## src/rtl/debounce_pkg.sv

```systemverilog
// Shared types and default timing constants for the debounce bank.
// DEBOUNCE_LONGPRESS_EN (see debounce_channel) enables long-press detection.
package debounce_pkg;

  typedef enum logic [1:0] {
    IDLE_REL = 2'd0,
    CHK_PRS  = 2'd1,
    IDLE_PRS = 2'd2,
    CHK_REL  = 2'd3
  } db_state_t;

  // 10 ms stable time and 1 s long-press at 50 MHz
  localparam int unsigned DEF_STABLE_CYCLES = 32'd500000;
  localparam int unsigned DEF_LONG_CYCLES   = 32'd50000000;

endpackage

```

## src/rtl/debounce_channel.sv

```systemverilog
// One debounced channel: synchroniser, stable-time FSM, press/release pulses.
// Long-press hold counter is built only when DEBOUNCE_LONGPRESS_EN is defined.
module debounce_channel
  import debounce_pkg::*;
#(
  parameter int unsigned SYNC_STAGES   = 2,
  parameter int unsigned STABLE_CYCLES = DEF_STABLE_CYCLES,
  parameter int unsigned LONG_CYCLES   = DEF_LONG_CYCLES,
  parameter logic        RESET_VAL     = 1'b0
) (
  input  logic clk,
  input  logic reset,
  input  logic button_in,
  output logic db_out,
  output logic press_pulse,
  output logic release_pulse,
  output logic long_pulse
);

  localparam int unsigned CNT_W = $clog2(STABLE_CYCLES + 1);
  localparam logic [CNT_W-1:0] CNT_ZERO = {CNT_W{1'b0}};
  localparam logic [CNT_W-1:0] CNT_ONE  = CNT_W'(1);
  // The sample that makes the count reach STABLE_CYCLES completes the check
  localparam logic [CNT_W-1:0] CNT_LAST = CNT_W'(STABLE_CYCLES - 1);

  logic [SYNC_STAGES-1:0] sync_r;
  logic                   sample_s;
  logic                   active_s;
  db_state_t              state_r, state_s;
  logic [CNT_W-1:0]       cnt_r, cnt_s;
  logic                   db_r, db_s;
  logic                   press_r, press_s;
  logic                   release_r, release_s;

  // Synchroniser chain for the asynchronous pin
  always_ff @(posedge clk) begin
    if (reset) begin
      sync_r <= {SYNC_STAGES{RESET_VAL}};
    end else begin
      sync_r <= {sync_r[SYNC_STAGES-2:0], button_in};
    end
  end

  assign sample_s = sync_r[SYNC_STAGES-1];
  assign active_s = (sample_s != RESET_VAL);

  // FSM state, stable counter, debounced level and pulse registers
  always_ff @(posedge clk) begin
    if (reset) begin
      state_r   <= IDLE_REL;
      cnt_r     <= CNT_ZERO;
      db_r      <= RESET_VAL;
      press_r   <= 1'b0;
      release_r <= 1'b0;
    end else begin
      state_r   <= state_s;
      cnt_r     <= cnt_s;
      db_r      <= db_s;
      press_r   <= press_s;
      release_r <= release_s;
    end
  end

  // Next-state, counter and pulse decode
  always_comb begin
    state_s   = state_r;
    cnt_s     = cnt_r;
    db_s      = db_r;
    press_s   = 1'b0;
    release_s = 1'b0;
    case (state_r)
      IDLE_REL: begin
        db_s = RESET_VAL;
        if (active_s) begin
          state_s = CHK_PRS;
          cnt_s   = CNT_ONE;
        end else begin
          cnt_s = CNT_ZERO;
        end
      end
      CHK_PRS: begin
        if (!active_s) begin
          state_s = IDLE_REL;
          cnt_s   = CNT_ZERO;
        end else if (cnt_r >= CNT_LAST) begin
          state_s = IDLE_PRS;
          cnt_s   = CNT_ZERO;
          db_s    = ~RESET_VAL;
          press_s = 1'b1;
        end else begin
          cnt_s = cnt_r + CNT_ONE;
        end
      end
      IDLE_PRS: begin
        db_s = ~RESET_VAL;
        if (!active_s) begin
          state_s = CHK_REL;
          cnt_s   = CNT_ONE;
        end else begin
          cnt_s = CNT_ZERO;
        end
      end
      CHK_REL: begin
        if (active_s) begin
          state_s = IDLE_PRS;
          cnt_s   = CNT_ZERO;
        end else if (cnt_r >= CNT_LAST) begin
          state_s   = IDLE_REL;
          cnt_s     = CNT_ZERO;
          db_s      = RESET_VAL;
          release_s = 1'b1;
        end else begin
          cnt_s = cnt_r + CNT_ONE;
        end
      end
      default: begin
        state_s = IDLE_REL;
        cnt_s   = CNT_ZERO;
        db_s    = RESET_VAL;
      end
    endcase
  end

  assign db_out        = db_r;
  assign press_pulse   = press_r;
  assign release_pulse = release_r;

`ifdef DEBOUNCE_LONGPRESS_EN
  localparam int unsigned HOLD_W = $clog2(LONG_CYCLES + 1);
  localparam logic [HOLD_W-1:0] HOLD_ZERO = {HOLD_W{1'b0}};
  localparam logic [HOLD_W-1:0] HOLD_ONE  = HOLD_W'(1);
  localparam logic [HOLD_W-1:0] HOLD_MAX  = HOLD_W'(LONG_CYCLES);
  localparam logic [HOLD_W-1:0] HOLD_LAST = HOLD_W'(LONG_CYCLES - 1);

  logic [HOLD_W-1:0] hold_r;
  logic              long_r;

  // Hold counter runs while the debounced level is active and saturates
  always_ff @(posedge clk) begin
    if (reset) begin
      hold_r <= HOLD_ZERO;
      long_r <= 1'b0;
    end else if ((state_r == IDLE_PRS) || (state_r == CHK_REL)) begin
      if (hold_r != HOLD_MAX) begin
        hold_r <= hold_r + HOLD_ONE;
      end else begin
        hold_r <= hold_r;
      end
      long_r <= (hold_r == HOLD_LAST);
    end else begin
      hold_r <= HOLD_ZERO;
      long_r <= 1'b0;
    end
  end

  assign long_pulse = long_r;
`else
  assign long_pulse = 1'b0;
`endif

endmodule

```

## src/rtl/debounce_bank.sv

```systemverilog
// N-channel debouncer: parameter pass-through and one debounce_channel per input.
// Long-press detection is enabled by defining DEBOUNCE_LONGPRESS_EN.
module debounce_bank
  import debounce_pkg::*;
#(
  parameter int unsigned N_CH          = 4,
  parameter int unsigned SYNC_STAGES   = 2,
  parameter int unsigned STABLE_CYCLES = DEF_STABLE_CYCLES,
  parameter int unsigned LONG_CYCLES   = DEF_LONG_CYCLES,
  parameter logic        RESET_VAL     = 1'b0
) (
  input  logic            clk,
  input  logic            reset,
  input  logic [N_CH-1:0] button_in,
  output logic [N_CH-1:0] db_out,
  output logic [N_CH-1:0] press_pulse,
  output logic [N_CH-1:0] release_pulse,
  output logic [N_CH-1:0] long_pulse
);

  for (genvar i = 0; i < N_CH; i++) begin : g_ch
    debounce_channel #(
      .SYNC_STAGES   (SYNC_STAGES),
      .STABLE_CYCLES (STABLE_CYCLES),
      .LONG_CYCLES   (LONG_CYCLES),
      .RESET_VAL     (RESET_VAL)
    ) u_ch (
      .clk           (clk),
      .reset         (reset),
      .button_in     (button_in[i]),
      .db_out        (db_out[i]),
      .press_pulse   (press_pulse[i]),
      .release_pulse (release_pulse[i]),
      .long_pulse    (long_pulse[i])
    );
  end

endmodule
```

## config.mk

```make
export PLATFORM = sky130hd
export DESIGN_NAME = debounce_bank
export DESIGN_NICKNAME = d
export VERILOG_FILES = /design/src/rtl/debounce_pkg.sv /design/src/rtl/debounce_channel.sv /design/src/rtl/debounce_bank.sv
export SDC_FILE = /design/constraint.sdc
export NUM_CORES = 1
export LEC_CHECK = 0
export ABC_AREA = 1
export CAP_MARGIN = 10
export CORE_MARGIN = 2
export CORE_UTILIZATION = 47
export CTS_BUF_LIST = sky130_fd_sc_hd__clkbuf_8
export DETAILED_ROUTE_END_ITERATION = 12
export PLACE_DENSITY = 0.64
export SLEW_MARGIN = 5
export SYNTH_ARGS = -nofsm -noshare
export SYNTH_HDL_FRONTEND = slang
export SYNTH_SLANG_ARGS = --single-unit
```

## constraint.sdc

```tcl
create_clock -name clk -period 1.6 [get_ports clk]
set_input_delay 0.4 -clock clk [delete_from_list [all_inputs] [get_ports clk]]
set_output_delay 0.4 -clock clk [all_outputs]
set_load 0.05 [all_outputs]
```

# After elaboration in Yosys (flattened, before gate mapping)
# Cells that the tools add are included.
# op_classes
n_addsub	4
order_cmp	4
eq_ne	44
n_mux	76
bitwise	12
n_reduce_logical	20
# op_table
cell	n
one-hot mux 19 bit (4 select lines)	4
2-to-1 mux 19 bit	12
adder 19 x 1 -> 19 bit (second input constant)	4
greater-or-equal comparator 19 bit (second input constant)	4
2-to-1 mux 2 bit	24
!= test 2 x 1 -> 1 bit (second input constant)	16
one-hot mux 2 bit (4 select lines)	4
AND reduction 4 bit	8
2-to-1 mux 1 bit	28
OR reduction 3 bit	8
== test 2 bit (second input constant)	8
!= test 2 bit (second input constant)	8
one-hot mux 1 bit (4 select lines)	4
!= test 3 x 1 -> 1 bit (second input constant)	4
!= test 3 bit (second input constant)	4
NOT 1 bit	12
== test 2 x 1 -> 1 bit (second input constant)	4
logical NOT 2 bit	4
# totals
reg_bits	104
in_bits	6

# Logic depth before layout (Yosys ltp)
# Gate-level depths: netlist (run 1).
# depth
ltp_word	4
ltp_mapped	14
mapped_depth_nobuf	14

# Cells and area by module
# From an unflattened synthesis (run 1), not the netlist that was laid out.
# hier_totals
hier_cells	855
hier_area_um2	5909.4
# by_module_without_submodules
module	instances	cells_each	area_per_inst_um2	seq_area_each_um2
debounce_channel (g_ch[0].u_ch)	1	236	1552.7	520.5
debounce_channel (g_ch[2].u_ch)	1	209	1497.7	520.5
debounce_channel (g_ch[1].u_ch)	1	214	1495.2	520.5
debounce_channel (g_ch[3].u_ch)	1	196	1363.8	520.5

# Worst setup path before layout (run 1)
# OpenSTA, ideal clock, no wires.
# synth_timing
kind	register to register
startpoint	register g_ch[0].u_ch.cnt_r[0]
endpoint	register g_ch[0].u_ch.cnt_r[16]
t_arrival_ps	1452
required_time_ps	1487
slack_ps	35
stages_incl_launch_ff	13
path_buffers	0
synth_period_minus_slack_ps	1565
path_cell_list	dfxtp_1 > ha_1 > nand2_1 > nor2_2 > nand2_2 > nor2_4 > nand3_2 > nor2_2 > nand2_2 > nor2_2 > nand2_1 > nand2_1 > nor2_1
# synth_via
elab_chain_len	4
elab_cells_between_ends	6
cone_classes	add/sub (1); order compare (1); mux (4)
# synth_rtl
element	line_no	text
start: declaration	debounce_channel.sv:30	logic [CNT_W-1:0] cnt_r, cnt_s;
start signal: assignment	debounce_channel.sv:57	cnt_r <= cnt_s;
adder 19 x 1 -> 19 bit / greater-or-equal comparator 19 bit (equally long branches)	n/a	
2-to-1 mux 19 bit (*)	debounce_channel.sv:85, debounce_channel.sv:107	
2-to-1 mux 19 bit (on tied branches)	debounce_channel.sv:104, debounce_channel.sv:82	
one-hot mux 19 bit (4 select lines) (*)	debounce_channel.sv:71	case (state_r)
# Mark *: on every way between the ends. The rest lies on a longest branch, timed or not.
# A chain may end at the register's enable or synchronous reset.

# Final worst setup path (run 1)
# layout_timing
startpoint	register g_ch[2].u_ch.cnt_r[1]
endpoint	register g_ch[2].u_ch.cnt_r[13]
# layout_via
elab_chain_len	4
elab_cells_between_ends	6
cone_classes	add/sub (1); order compare (1); mux (4)
# layout_rtl
element	line_no
start: declaration	debounce_channel.sv:30
start signal: assignment	debounce_channel.sv:57
adder 19 x 1 -> 19 bit / greater-or-equal comparator 19 bit (equally long branches)	n/a
2-to-1 mux 19 bit (*)	debounce_channel.sv:85, debounce_channel.sv:107
2-to-1 mux 19 bit (on tied branches)	debounce_channel.sv:104, debounce_channel.sv:82
one-hot mux 19 bit (4 select lines) (*)	debounce_channel.sv:71
# Marks and branches as above.

==> results_dict.tcl, run 1 <==
set metrics [dict create \
    status "finished, violations left" \
    violations "negative setup slack" \
    synth_area_per_cell_sq_um 7.209 \
    start_kind "flop" \
    ir_drop_v 0.0006880 \
    antenna_cells 0 \
    r2r_cells 11 \
    path_cells "ha_4 > nand2_4 > nor2_4 > nand3_2 > nor2_2 > nor2_2 > nand3_2 > inv_2 > nand3_4 > buf_12 > nor3b_2" \
    required_ps 1910 \
    ys_types 42 \
    synth_enable_flop_cells 0 \
    coreArea_sq_um 11470 \
    finalSetupViolCount 4 \
    power_leakage_nw 2.843 \
    viasPerCell 4.940 \
    synth_most_common_cell "nand2_1" \
    clkLatencyLatePin_ps 380 \
    hold_depth 2 \
    finalCritPeriodShare_pct 101.2 \
    cp_top_family "simple AND/OR/NAND/NOR gates" \
    post_drt_wl_per_cell_microns 12.44 \
    numCtsBuffers 9 \
    antenna_found_initial 0 \
    dp_hpwl_microns 8471 \
    final_cells 994 \
    ys_seq_area_share_pct 37.41 \
    cts_hold_buf 0 \
    postRouteAntennaNets 0 \
    drive_gt1_share_pct 33.02 \
    holdWs_ps 406.6 \
    synthCells 772 \
    num_vias 4910 \
    final-hold-violation-count 0 \
    cts_max_level 3 \
    setup_slack_ps -18.91 \
    place_congestion 0.8571 \
    drc 0 \
    clock_skew_ps 4.285 \
    syn2layout_area_growth_pct 30.19 \
    path_buf_inv 2 \
    ys_seq_elements 104 \
    endpoint_kind "flop" \
    cap_violations 0 \
    fmax_mhz 617.7 \
    grt_first_pass_wirelength_microns 19890 \
    initial_utilization_pct 48.53 \
    die_h_microns 112.8 \
    ys_top_cells_by_count "nand2_1, nor2_1, dfxtp_1" \
    synth_top_area_share_pct 37.41 \
    cp.arrival_ps 1920 \
    reg2reg_from "g_ch[2].u_ch.cnt_r[1]" \
    fin_nets 879 \
    crit_path_max_fanout 5 \
    hold_path.class "flop to flop" \
    dieArea_sq_um 12730 \
    synthArstFlopShare_pct 0 \
    r2r_setup_slack_ps -20 \
    drt_iter0_markers 200 \
    max_stage_delay_ps 370 \
    cts_tree "yes" \
    num_io_pins 22 \
    dp_cells 959 \
    drt-pass1-iter-count 5 \
    netlist.top_cell.by_area "dfxtp_1" \
    grt_pass1_vias 4749 \
    p_per_area_nw_per_um2 823.1 \
    routed_wl_microns 12370 \
    finalMaxSlewViolations 0 \
    clock-sinks 104 \
    whs_endpoint "g_ch[2].u_ch.sync_r[1]" \
    clk_pin_slew_ps 90 \
    rsz0062_at_grt "true" \
    grt_max_degree 19 \
    die-width_microns 112.8 \
    groute.usage.overall_pct 18.71 \
    cts_root_buf "clkbuf_8" \
    yosysWarnings 0 \
    numPortBuffers 17 \
    overflow 0 \
    yosys-top-cells-area "dfxtp_1, nand2_1, nor2_1" \
    crit_type "flop to flop" \
    synth-main-ff-cell "dfxtp_1" \
    fp-row-count 39 \
    hold_path.startpoint "g_ch[2].u_ch.sync_r[0]" \
    setup_tns_ps -37.28 \
    cts_buffer_depth 2 \
    num-fill-cells 1010 \
    synthesis.area_sq_um 5565 \
    finalCriticalPeriod_ps 1619 \
    crit_slowest_cell "dfxtp_4" \
    rr_endpoint "g_ch[2].u_ch.cnt_r[13]" \
]
where the power goes:
part	internal [mW]	leakage, nW	switching [mW]
registers	2.75	0.861	0.182
logic	0.676	1.89	0.872
clock network	0.619	0.0883	0.862
total	4.05	2.84	1.92
how the worst max path moves through the flow:
stage | startpoint | to | cells past startpoint
2_1_floorplan | g_ch[0].u_ch.cnt_r[0] | g_ch[0].u_ch.cnt_r[16] | 12
3_3_place_gp | reset | g_ch[0].u_ch.cnt_r[2] | 6
3_5_place_dp | g_ch[2].u_ch.cnt_r[0] | g_ch[2].u_ch.cnt_r[13] | 10
4_1_cts | g_ch[0].u_ch.cnt_r[1] | flop | 14
5_1_grt | g_ch[2].u_ch.cnt_r[1] | g_ch[2].u_ch.cnt_r[16] | 11
6_report | g_ch[2].u_ch.cnt_r[1] | g_ch[2].u_ch.cnt_r[13] | 11
state kept, by name (all words and copies together), names as in the netlist, named ones only:
register                 count
g_ch.u_ch.cnt_r             76
g_ch.u_ch.db_out             4
g_ch.u_ch.press_pulse        4
g_ch.u_ch.release_pulse      4
g_ch.u_ch.state_r            4
g_ch.u_ch.sync_r             8
tightest hold or removal path, cell delays in order, from the launching register on:
cell	delay [ps]
dfxtp_1	310
inv_1	40
nor2_1	30
what timing repair did:
item,in CTS,in global routing
cloned,1,1
setup endpoints to repair,48,82
resized for setup,37,142
pin swaps,15,35
buffers inserted,12,9
per-layer routing:
layer	part of all wire, %	vias to the layer above	GRT usage (%)
met3	2.6	15	5.142
met1	44	2285	21.57
met2	52	53	33.17
met4	1.3	0	6.829
li1	-	2557	-
met5	0	-	0
through the flow:
stage                     setup WS (ps)  power, mW  area (sq um)  util (%)
after floorplan                   35.25      3.921          5577         -
after global placement           -62.86      4.255          6285     54.81
after detailed placement         -110.2      4.318          6285     54.81
after CTS                        -19.08      5.854          6693     58.36
after global routing             -141.5      6.300          7246     63.19
final                            -18.91      5.964          7246     63.19
cell usage in the layout, fill, tap and decap left out, drive strengths merged:
master / synthesis / layout
a211oi: 2 / 2
a21o: 1 / 1
a21oi: 29 / 29
a31oi: 2 / 2
buf: 23 / 82
clkbuf: 3 / 12
clkdlybuf4s50: 0 / 5
clkinv: 2 / 3
conb: 1 / 4
dfxtp: 104 / 104
ha: 24 / 24
inv: 107 / 109
mux2i: 2 / 2
nand2: 149 / 149
nand3: 47 / 47
nand3b: 4 / 4
nand4: 10 / 10
nor2: 159 / 159
nor3: 28 / 28
nor3b: 9 / 9
nor4: 7 / 7
o21a: 2 / 2
o21ai: 21 / 21
o21bai: 1 / 1
o22ai: 1 / 1
or2: 4 / 4
xnor2: 5 / 5
xor2: 25 / 25
layout make-up:
type | count | area [sq um] | share of cell area, %
flip-flops and latches | 104 | 2142 | 29.56
multi-input cells | 536 | 3403 | 46.97
clock buffers | 11 | 151.4 | 2.089
repair buffers | 88 | 933.4 | 12.88
clock inverters | 2 | 8.758 | 0.1209
inverters | 109 | 416.7 | 5.750
well taps | 143 | 178.9 | 2.469
repair inverters | 1 | 11.26 | 0.1554
logic make-up after synthesis:
logic type / after synthesis / share of synthesized area [%]
AOI/OAI and AO/OA: 59 / 5.643
xor gates and xnor gates: 30 / 4.721
adders and majority gates: 24 / 5.396
buffers and inverters: 135 / 10.70
DFF: 104 / 37.41
muxes: 2 / 0.3597
other: 1 / 0.06738
and+or+nand+nor: 417 / 35.70
Note: power is estimated with default switching activity, not from simulation.
==> run 2: changes to the inputs <==
- CELL_PAD_IN_SITES_DETAIL_PLACEMENT: not set -> 0
- CELL_PAD_IN_SITES_GLOBAL_PLACEMENT: not set -> 1
- CORE_UTILIZATION: 47 -> 42
- PLACE_DENSITY: 0.64 -> 0.75
==> run 2 against run 1 <==
  * The run now ends clean
  * Sequential cell count unchanged
  * Clock skew increased by 4.8 ps
  * Wire length is 3.3% lower
  * Non-clock buffer count rose by 5
  * Sequential share of layout area fell by 0.42 points
  * Register-to-register slack better by 30 ps
  * Worst hold slack got worse by 1.9 ps
  * Critical path type unchanged
  * Critical endpoint is now g_ch[1].u_ch.cnt_r[6]
  * Largest cell class unchanged
==> results_dict.tcl, run 2 (synthesized netlist as in run 1, its figures left out) <==
set metrics [dict create \
    status "finished clean" \
    cts_max_level 3 \
    max_stage_delay_ps 350 \
    clkLatencyLatePin_ps 380 \
    cts_buffer_depth 2 \
    place_congestion 0.8265 \
    p_per_area_nw_per_um2 811.8 \
    clock_power_share_pct 26.5 \
    p_switching_mw 1.890 \
    post_drt_wl_per_cell_microns 11.54 \
    hold_path.class "flop to flop" \
    drive_gt1_share_pct 33.72 \
    num_io_pins 22 \
    required_ps 1920 \
    postRouteAntennaNets 0 \
    grt_first_pass_wirelength_microns 19260 \
    antenna_found_initial 0 \
    clock-sinks 104 \
    seqCellArea_sq_um 2133 \
    intPower_mw 4.052 \
    crit_start "g_ch[1].u_ch.cnt_r[0]" \
    dieArea_sq_um 14190 \
    antenna_cells 0 \
    reg2reg_from "g_ch[1].u_ch.cnt_r[0]" \
    path_cells "ha_4 > nand2_4 > inv_4 > nand2_2 > nor2_1 > nand2_1 > nand2_2 > nand2_2 > nand3_4 > nor2_4 > clkinv_4 > nor3b_2" \
    crit_slowest_cell "dfxtp_2" \
    viasPerCell 4.669 \
    multi_input_area_sq_um 3397 \
    dp_cells 995 \
    reg.largest.list "g_ch.u_ch.cnt_r: 76 flops, g_ch.u_ch.sync_r: 8 flops" \
    p_comb_share_pct 24.4 \
    largest_reg_flops 76 \
    crit_type "flop to flop" \
    start_kind "flop" \
    clk_pin_slew_ps 90 \
    finalCritPeriodShare_pct 99.52 \
    die_h_microns 119.1 \
    setup_tns_ps 0 \
    finalCriticalPeriod_ps 1592 \
    num_vias 4837 \
    final-hold-violation-count 0 \
    drc 0 \
    groute.usage.overall_pct 16.57 \
    num-fill-cells 1215 \
    drt-pass1-iter-count 4 \
    numCtsBuffers 9 \
    ir_drop_v 0.0004265 \
    rsz0062_at_grt "true" \
    drt_iter0_markers 166 \
    dp_hpwl_microns 8221 \
    cap_violations 0 \
    clock_skew_ps 9.064 \
    p_seq_share_pct 49.0 \
    final_cells 1036 \
    die-width_microns 119.1 \
    grt_pass1_vias 4477 \
    finalMaxSlewViolations 0 \
    placed_cell_area_sq_um 6324 \
    final_cell_area_sq_um 7320 \
    final_common_cell "nand2_1" \
    power_leakage_nw 2.863 \
    cp.arrival_ps 1910 \
    numPortBuffers 17 \
    swShare_pct 31.81 \
    cts_tree "yes" \
    grt_max_degree 19 \
    hold_path.startpoint "g_ch[3].u_ch.sync_r[0]" \
    p_total_mw 5.942 \
    endpoint_kind "flop" \
    overflow 0 \
    coreArea_sq_um 13090 \
    cts_root_buf "clkbuf_8" \
    cp_top_family "simple AND/OR/NAND/NOR gates" \
    cts_hold_buf 0 \
    finalSetupViolCount 0 \
    fin_nets 885 \
    cp_common_cell "nand2_2" \
    fmax_mhz 628.0 \
    initial_utilization_pct 42.53 \
    mostFrequentLayoutCells "nand2_1, nor2_1, inv_1, dfxtp_1, buf_4" \
    crit_path_max_fanout 7 \
    routed_wl_microns 11950 \
    largest-register "g_ch.u_ch.cnt_r" \
    path_buf_inv 2 \
    syn2layout_area_growth_pct 31.52 \
    fp-row-count 42 \
]
-- run 2: power by group through the flow --
stage | sequential (mW) | combinational [mW] | clock, mW
2_1_floorplan | 2.89 | 1.03 | 0
3_3_place_gp | 2.93 | 1.33 | 0
3_5_place_dp | 2.94 | 1.37 | 0
4_1_cts | 2.88 | 1.41 | 1.65
5_1_grt | 2.94 | 1.65 | 1.74
6_report | 2.91 | 1.45 | 1.58
-- run 2: cell type report --
type | count | share of cell area [%]
Clock buffer | 12 | 2.256
Clock inverter | 4 | 0.2564
Inverter | 109 | 5.726
Multi-Input combinational cell | 537 | 46.41
Sequential cell | 104 | 29.15
Tap cell | 176 | 3.009
Timing Repair Buffer | 93 | 13.13
Timing Repair inverter | 1 | 0.06838
-- run 2: metrics by stage --
| step | worst slack [ps] | hold WS [ps] | util [%] |
|---|---|---|---|
| finish | 7.728 | 404.7 | 55.94 |
| global route | -118.7 | 420.5 | 55.94 |
| CTS | -13.95 | 405.0 | 50.95 |
| detailed placement | -138.7 | 392.8 | 48.33 |
| global placement | -86.29 | 390.0 | 48.33 |
| floorplan | 35.25 | 388.3 | - |
-- run 2: path summary, 6_finish.rpt --
check | endpoint | slack (ps) | cells past startpoint
min | g_ch[3].u_ch.sync_r[1] | 400 | 2
max | g_ch[1].u_ch.cnt_r[6] | 8 | 12
min reg2reg | g_ch[3].u_ch.sync_r[1] | 400 | 2
max reg2reg | g_ch[1].u_ch.cnt_r[6] | 8 | 12
-- run 2: what timing repair did --
action | in CTS | in global routing
endpoints found under the setup margin | 32 | 90
gates resized for setup | 21 | 155
buffers inserted | 9 | 13
gates cloned | 1 | 2
pin swaps | 4 | 29
-- run 2: metal layers --
| metal | global-route usage [%] | share of wire, % | up-vias | wire [microns] |
|---|---|---|---|---|
| li1 | - | - | 2579 | - |
| met1 | 20.37 | 47 | 2205 | 5653 |
| met2 | 28.41 | 49 | 39 | 5864 |
| met3 | 2.969 | 2.0 | 14 | 238 |
| met4 | 7.068 | 1.6 | 0 | 197 |
| met5 | 0 | 0 | - | 0 |
-- run 2: tightest hold or removal path: cells and delay by family, from the launching register on --
kind                   cells  cell delay [ps]
DFF                        1              310
and+or+nand+nor            1               30
buffers and inverters      1               40
